## src/rtl/mesh_router_node.sv

```systemverilog
// 5-port XY-routed mesh router node: per-input FIFOs, per-output round-robin
// arbitration into registered output stages, and out-of-mesh flit dropping.
module mesh_router_node #(
  parameter int X_W       = 2,
  parameter int Y_W       = 2,
  parameter int PAYLOAD_W = 7,
  parameter int DEPTH     = 4,
  parameter int MY_X      = 0,
  parameter int MY_Y      = 0,
  parameter int MESH_X    = 4,
  parameter int MESH_Y    = 4,
  localparam int FLIT_W   = X_W + Y_W + PAYLOAD_W
) (
  input  logic                i_clk,
  input  logic                i_reset,
  input  logic [4:0]          i_in_valid,
  output logic [4:0]          o_in_ready,
  input  logic [5*FLIT_W-1:0] i_in_data,
  output logic [4:0]          o_out_valid,
  input  logic [4:0]          i_out_ready,
  output logic [5*FLIT_W-1:0] o_out_data,
  output logic                o_drop_pulse,
  output logic [7:0]          o_drop_cnt
);

  localparam int PTR_W = $clog2(DEPTH);
  localparam int CNT_W = PTR_W + 1;
  localparam logic [2:0] ROUTE_DROP = 3'd5;

  logic [FLIT_W-1:0] r_mem [5][DEPTH];
  logic [PTR_W-1:0]  r_wrPtr [5];
  logic [PTR_W-1:0]  r_rdPtr [5];
  logic [CNT_W-1:0]  r_count [5];

  logic [4:0]        r_outValid;
  logic [FLIT_W-1:0] r_outData [5];
  logic [2:0]        r_rrPtr [5];
  logic              r_dropPulse;
  logic [7:0]        r_dropCnt;

  logic [4:0]        w_push;
  logic [4:0]        w_pop;
  logic [4:0]        w_headValid;
  logic [4:0]        w_drop;
  logic [FLIT_W-1:0] w_head [5];
  logic [2:0]        w_route [5];
  logic [4:0]        w_canLoad;
  logic [4:0]        w_grantValid;
  logic [2:0]        w_winner [5];
  logic [2:0]        w_dropNum;
  logic [8:0]        w_dropSum;

  // Output port numbering: 0=Local, 1=North, 2=East, 3=South, 4=West.
  function automatic logic [2:0] routeOf(input logic [FLIT_W-1:0] flit);
    int dx;
    int dy;
    dx = int'(flit[FLIT_W-1 -: X_W]);
    dy = int'(flit[PAYLOAD_W +: Y_W]);
    if (dx >= MESH_X || dy >= MESH_Y) return ROUTE_DROP;
    else if (dx > MY_X)               return 3'd2;
    else if (dx < MY_X)               return 3'd4;
    else if (dy > MY_Y)               return 3'd1;
    else if (dy < MY_Y)               return 3'd3;
    else                              return 3'd0;
  endfunction

  function automatic logic [2:0] rrIndex(input logic [2:0] ptr, input int step);
    return 3'((int'(ptr) + step) % 5);
  endfunction

  always_comb begin
    for (int p = 0; p < 5; p++) begin
      w_headValid[p] = (r_count[p] != '0);
      w_head[p]      = r_mem[p][r_rdPtr[p]];
      w_route[p]     = routeOf(w_head[p]);
      w_drop[p]      = w_headValid[p] && (w_route[p] == ROUTE_DROP);
      o_in_ready[p]  = !i_reset && (r_count[p] != CNT_W'(DEPTH));
      w_push[p]      = i_in_valid[p] && o_in_ready[p];
    end
  end

  // Dropped heads leave without arbitration; every other head competes only
  // for its single routed output, so a FIFO never pops twice in one cycle.
  always_comb begin
    w_pop = w_drop;
    for (int o = 0; o < 5; o++) begin
      w_canLoad[o]    = !r_outValid[o] || i_out_ready[o];
      w_grantValid[o] = 1'b0;
      w_winner[o]     = 3'd0;
      for (int k = 1; k <= 5; k++) begin
        if (!w_grantValid[o] && w_headValid[rrIndex(r_rrPtr[o], k)] &&
            (w_route[rrIndex(r_rrPtr[o], k)] == 3'(o))) begin
          w_grantValid[o] = 1'b1;
          w_winner[o]     = rrIndex(r_rrPtr[o], k);
        end
      end
      if (w_canLoad[o] && w_grantValid[o]) w_pop[w_winner[o]] = 1'b1;
    end
  end

  always_comb begin
    w_dropNum = '0;
    for (int p = 0; p < 5; p++) w_dropNum = w_dropNum + 3'(w_drop[p]);
    w_dropSum = {1'b0, r_dropCnt} + 9'(w_dropNum);
  end

  always_ff @(posedge i_clk) begin
    if (i_reset) begin
      for (int p = 0; p < 5; p++) begin
        r_wrPtr[p] <= '0;
        r_rdPtr[p] <= '0;
        r_count[p] <= '0;
      end
    end else begin
      for (int p = 0; p < 5; p++) begin
        if (w_push[p]) begin
          r_mem[p][r_wrPtr[p]] <= i_in_data[p*FLIT_W +: FLIT_W];
          r_wrPtr[p]           <= r_wrPtr[p] + PTR_W'(1);
        end
        if (w_pop[p]) r_rdPtr[p] <= r_rdPtr[p] + PTR_W'(1);
        r_count[p] <= r_count[p] + CNT_W'(w_push[p]) - CNT_W'(w_pop[p]);
      end
    end
  end

  // Pointer reset to 4 makes port 0 the first in line after reset.
  always_ff @(posedge i_clk) begin
    if (i_reset) begin
      r_outValid  <= '0;
      r_dropPulse <= 1'b0;
      r_dropCnt   <= '0;
      for (int o = 0; o < 5; o++) begin
        r_outData[o] <= '0;
        r_rrPtr[o]   <= 3'd4;
      end
    end else begin
      for (int o = 0; o < 5; o++) begin
        if (w_canLoad[o] && w_grantValid[o]) begin
          r_outData[o]  <= w_head[w_winner[o]];
          r_outValid[o] <= 1'b1;
          r_rrPtr[o]    <= w_winner[o];
        end else if (i_out_ready[o]) begin
          r_outValid[o] <= 1'b0;
        end
      end
      r_dropPulse <= |w_drop;
      r_dropCnt   <= w_dropSum[8] ? 8'hFF : w_dropSum[7:0];
    end
  end

  always_comb begin
    o_out_data = '0;
    for (int o = 0; o < 5; o++) o_out_data[o*FLIT_W +: FLIT_W] = r_outData[o];
  end

  assign o_out_valid  = r_outValid;
  assign o_drop_pulse = r_dropPulse;
  assign o_drop_cnt   = r_dropCnt;

endmodule

```

## config.mk

```make
export PLATFORM = sky130hd
export DESIGN_NAME = mesh_router_node
export DESIGN_NICKNAME = d
export VERILOG_FILES = /design/src/rtl/mesh_router_node.sv
export SDC_FILE = /design/constraint.sdc
export NUM_CORES = 1
export LEC_CHECK = 0
export CAP_MARGIN = 0
export CORE_MARGIN = 10
export CORE_UTILIZATION = 45
export DETAILED_ROUTE_END_ITERATION = 7
export PLACE_DENSITY = 0.72
export RECOVER_POWER = 50
export SLEW_MARGIN = 20
export SYNTH_ARGS = -nofsm -noshare
export SYNTH_HDL_FRONTEND = slang
export SYNTH_SLANG_ARGS = --single-unit
```

## constraint.sdc

```tcl
create_clock -name i_clk -period 6.8 [get_ports i_clk]
set_clock_uncertainty 0.1 [all_clocks]
set_input_delay 2.04 -clock i_clk [delete_from_list [all_inputs] [get_ports i_clk]]
set_output_delay 2.04 -clock i_clk [all_outputs]
set_load 0.1 [all_outputs]
```

==> results.py <==
metrics = {
    "floorplan": {
        "io_pins": 141,
        "core_region_area_sq_mm": 0.0419,
        "die_height_um": 226,
        "die_x_um": 226,
        "floorplan.rows": 75,
        "initial_core_util": 0.454,
        "fp.dieArea_sq_mm": 0.0510,
    },
    "setup_path": {
        "startpoint_type": "flip-flop",
        "timing.critical_path.fanout_max": 11,
        "criticalPathCategory": "reg -> reg",
        "timing.critical_path.cells": "inv_2, ha_1, o31ai_2, xnor2_1, ha_1, fa_1, o21ai_0, xnor2_1, mux2_2, a32o_1, nor4_2, nand3_1, o32ai_2, o2bb2ai_4, and4_1, a21oi_1, nand2_1, ha_1, inv_1, ha_1, fa_1, xnor2_1, nor2_1",
        "cp_slowest_stage_delay_ns": 0.52,
        "arrival_ns": 6.75,
        "slowest_stage": "sky130_fd_sc_hd__edfxtp_1",
        "setup.worst_path.end_class": "flip-flop",
        "required_ns": 7.13,
        "critical_path.most_common_cell": "sky130_fd_sc_hd__ha_1",
        "worst_r2r_setup_slack_ns": 0.38,
        "worst_path_dominant_cell_family": "adder cells",
        "cp.buffers_inverters": 2,
    },
    "synthesis": {
        "yosys_warnings": 0,
        "asyncSetResetFlopFracSynth": 0,
        "avgSynthCellArea_sq_um": 12.4,
        "largest_cells_by_area_after_synthesis": "sky130_fd_sc_hd__edfxtp_1, sky130_fd_sc_hd__ha_1, sky130_fd_sc_hd__mux4_2",
        "synth_sequential_area_ratio": 0.499,
        "yosys.area.top_type_share": 0.479,
        "netlist_area_sq_mm": 0.0190,
        "largest_area_contributor_in_the_netlist": "sky130_fd_sc_hd__edfxtp_1",
        "postSynthCellCount": 1536,
        "yosysUniqueCellTypes": 100,
        "dominantRegCellSynth": "sky130_fd_sc_hd__edfxtp_1",
        "synth_enable_flop_cells": 304,
        "ys_ff_latch": 323,
    },
    "routing": {
        "vias_per_cell": 5.88,
        "firstDrtPassIters": 5,
        "post_drt_wl_per_cell_um": 21.6,
        "ant_nets": 0,
        "via_count": 13267,
        "wl_um": 48700,
        "detailedRoute.firstIterationViolations": 1148,
        "detail_route.drc_violations": 0,
    },
    "cts": {
        "tritoncts": "done",
        "numCtsBuffers": 31,
        "clockRootBuffer": "sky130_fd_sc_hd__clkbuf_16",
        "worst_setup_hold_path_clk_slew_ns": 0.08,
        "numClockSinks": 323,
        "cts_htree_levels": 1,
        "hold_buffers": 0,
        "cts_buffer_depth": 3,
        "clk-insertion-delay-late_ns": 0.57,
    },
    "finish": {
        "seqCellArea_sq_mm": 0.00951,
        "syn_to_final_growth_pct": 17.1,
        "multi_input_comb_area_sq_mm": 0.00896,
        "layout_cells_sized_above_1": 0.165,
        "nets": 1879,
        "fillerInstances": 3447,
    },
    "timing": {
        "final_period_minus_worst_setup_slack_ns": 6.42,
        "final_max_slew_viol_count": 0,
        "worstMarginPinSlew_ns": 1.04,
        "max_slew_margin": 0.307,
        "final_hold_viol_count": 0,
        "timing.setup.tns_ns": 0,
        "post-route-period-util": 0.944,
        "max_freq_mhz": 156,
        "finalSetupViolations": 0,
        "rsz0062_at_grt": "yes",
    },
    "flow_run": {
        "maxCapViolations": 0,
    },
    "global_routing": {
        "grt_most_used_layer": "met2",
        "pin_count_of_the_biggest_net_entering_global_routing": 31,
        "grt_util_all_layers": 0.186,
        "via_count_of_the_first_global_routing_pass": 13035,
        "grt_use_met3": 0.0224,
        "global_route_wire_length_before_repair_um": 75000,
        "gr-usage-met1": 0.240,
        "grt.met2_usage": 0.322,
        "overflow": 0,
        "grt_antenna_before_repair": 1,
    },
    "run_status": {
        "outcome": "finished clean",
    },
    "placed_design": {
        "place.gp.congestion": 0.896,
        "place.port_buffers": 129,
        "dpl.hpwl_um": 36400,
    },
    "hold_path": {
        "worst_hold_path_type": "reg -> reg",
    },
}
-- cell usage after synthesis (8+ instances only) --
master / count
sky130_fd_sc_hd__a211oi_1: 10
sky130_fd_sc_hd__mux2i_1: 58
sky130_fd_sc_hd__nor3b_1: 10
sky130_fd_sc_hd__and2_1: 37
sky130_fd_sc_hd__buf_2: 16
sky130_fd_sc_hd__ha_1: 110
sky130_fd_sc_hd__edfxtp_1: 304
sky130_fd_sc_hd__o211ai_1: 15
sky130_fd_sc_hd__or3_1: 15
sky130_fd_sc_hd__inv_1: 91
sky130_fd_sc_hd__nand2_1: 43
sky130_fd_sc_hd__nor2b_1: 24
sky130_fd_sc_hd__nand3_1: 27
sky130_fd_sc_hd__a21oi_1: 58
sky130_fd_sc_hd__nor2_1: 97
sky130_fd_sc_hd__nor3_1: 36
sky130_fd_sc_hd__buf_4: 12
sky130_fd_sc_hd__o21a_1: 8
sky130_fd_sc_hd__o31ai_1: 10
sky130_fd_sc_hd__dfxtp_1: 19
sky130_fd_sc_hd__nand4b_1: 11
sky130_fd_sc_hd__and3_1: 32
sky130_fd_sc_hd__xnor2_1: 41
sky130_fd_sc_hd__or2_2: 13
sky130_fd_sc_hd__mux4_2: 61
sky130_fd_sc_hd__a31oi_1: 13
sky130_fd_sc_hd__nor4_1: 9
sky130_fd_sc_hd__a22oi_1: 34
sky130_fd_sc_hd__o21ai_1: 17
sky130_fd_sc_hd__mux2_2: 36
sky130_fd_sc_hd__clkbuf_1: 40
sky130_fd_sc_hd__nand2b_1: 35
sky130_fd_sc_hd__o21ai_0: 36
-- kinds of logic (layout without fill, tap and decap cells) --
kind of cell | count (synthesis) | after routing | share of synthesized area
AND/OR/NAND/NOR | 433 | 433 | 0.128
XOR/XNOR | 47 | 47 | 0.0234
adder cells (fa/ha/maj) | 118 | 118 | 0.0801
AO/OA/AOI/OAI | 285 | 285 | 0.105
other | 1 | 11 | 0.000197
buffers and inverters | 173 | 346 | 0.0395
flip-flops | 323 | 323 | 0.499
multiplexers | 156 | 156 | 0.124
-- registers in the layout (all words and copies together) (netlist names) --
| signal | count |
|---|---|
| o_out_valid | 4 |
| r_count | 15 |
| r_mem | 220 |
| r_outData | 55 |
| r_rdPtr | 10 |
| r_rrPtr | 9 |
| r_wrPtr | 10 |
-- layout by cell type, fill, tap and decap left out, drive strengths merged, types with 37 or more instances in the layout --
cell type,n
nor3,37
xnor2,42
mux4,61
nand2,43
edfxtp,304
dlygate4sd3,55
and2,37
ha,110
o21ai,55
clkdlybuf4s50,68
mux2i,58
inv,96
buf,70
nor2,98
a21oi,58
mux2,37
-- worst paths after layout --
| path | depth (start not counted) | start | endpoint |
|---|---|---|---|
| hold reg to reg | 1 | o_out_valid[3] | o_out_valid[3] |
| setup reg to reg | 23 | r_rrPtr[0][7] | r_count[0][2] |
| hold / removal | 1 | o_out_valid[3] | o_out_valid[3] |
| setup / recovery | 23 | r_rrPtr[0][7] | r_count[0][2] |
-- cell type report --
type | count | share of cell area
Antenna cell | 1 | 0.000112
Clock buffer | 35 | 0.0363
Clock inverter | 21 | 0.0104
Inverter | 97 | 0.0163
Multi-Input combinational cell | 1049 | 0.402
Sequential cell | 323 | 0.426
Tap cell | 539 | 0.0302
Timing Repair Buffer | 193 | 0.0786
-- through the flow --
step	instances	hold WS [ns]	util	cell area [sq um]	worst slack, ns
3_5_place_dp	2190	0.370	0.502	21000	0.0142
2_1_floorplan	1545	0.421	-	19100	0.0214
5_1_grt	2258	0.399	0.532	22300	-0.0229
4_1_cts	2246	0.381	0.527	22100	0.00752
3_3_place_gp	2190	0.360	0.502	21000	0.235
6_report	2258	0.379	0.532	22300	0.378
-- layer usage --
| metal | up-vias | part of all wire | wire length (um) |
|---|---|---|---|
| met4 | 0 | 0.025 | 1210 |
| met5 | - | 0 | 0 |
| met1 | 6628 | 0.42 | 20600 |
| li1 | 6154 | - | - |
| met2 | 414 | 0.50 | 24300 |
| met3 | 71 | 0.053 | 2580 |
-- timing repair --
| item | in CTS | in global routing |
|---|---|---|
| endpoints found under the setup margin | 1 | 21 |
| buffers inserted | 0 | 11 |
| pin swaps | 0 | 4 |
| resized for setup | 2 | 24 |
Power is not shown: default switching activity piles up to over one toggle a cycle in this logic, so the estimate is an artifact.
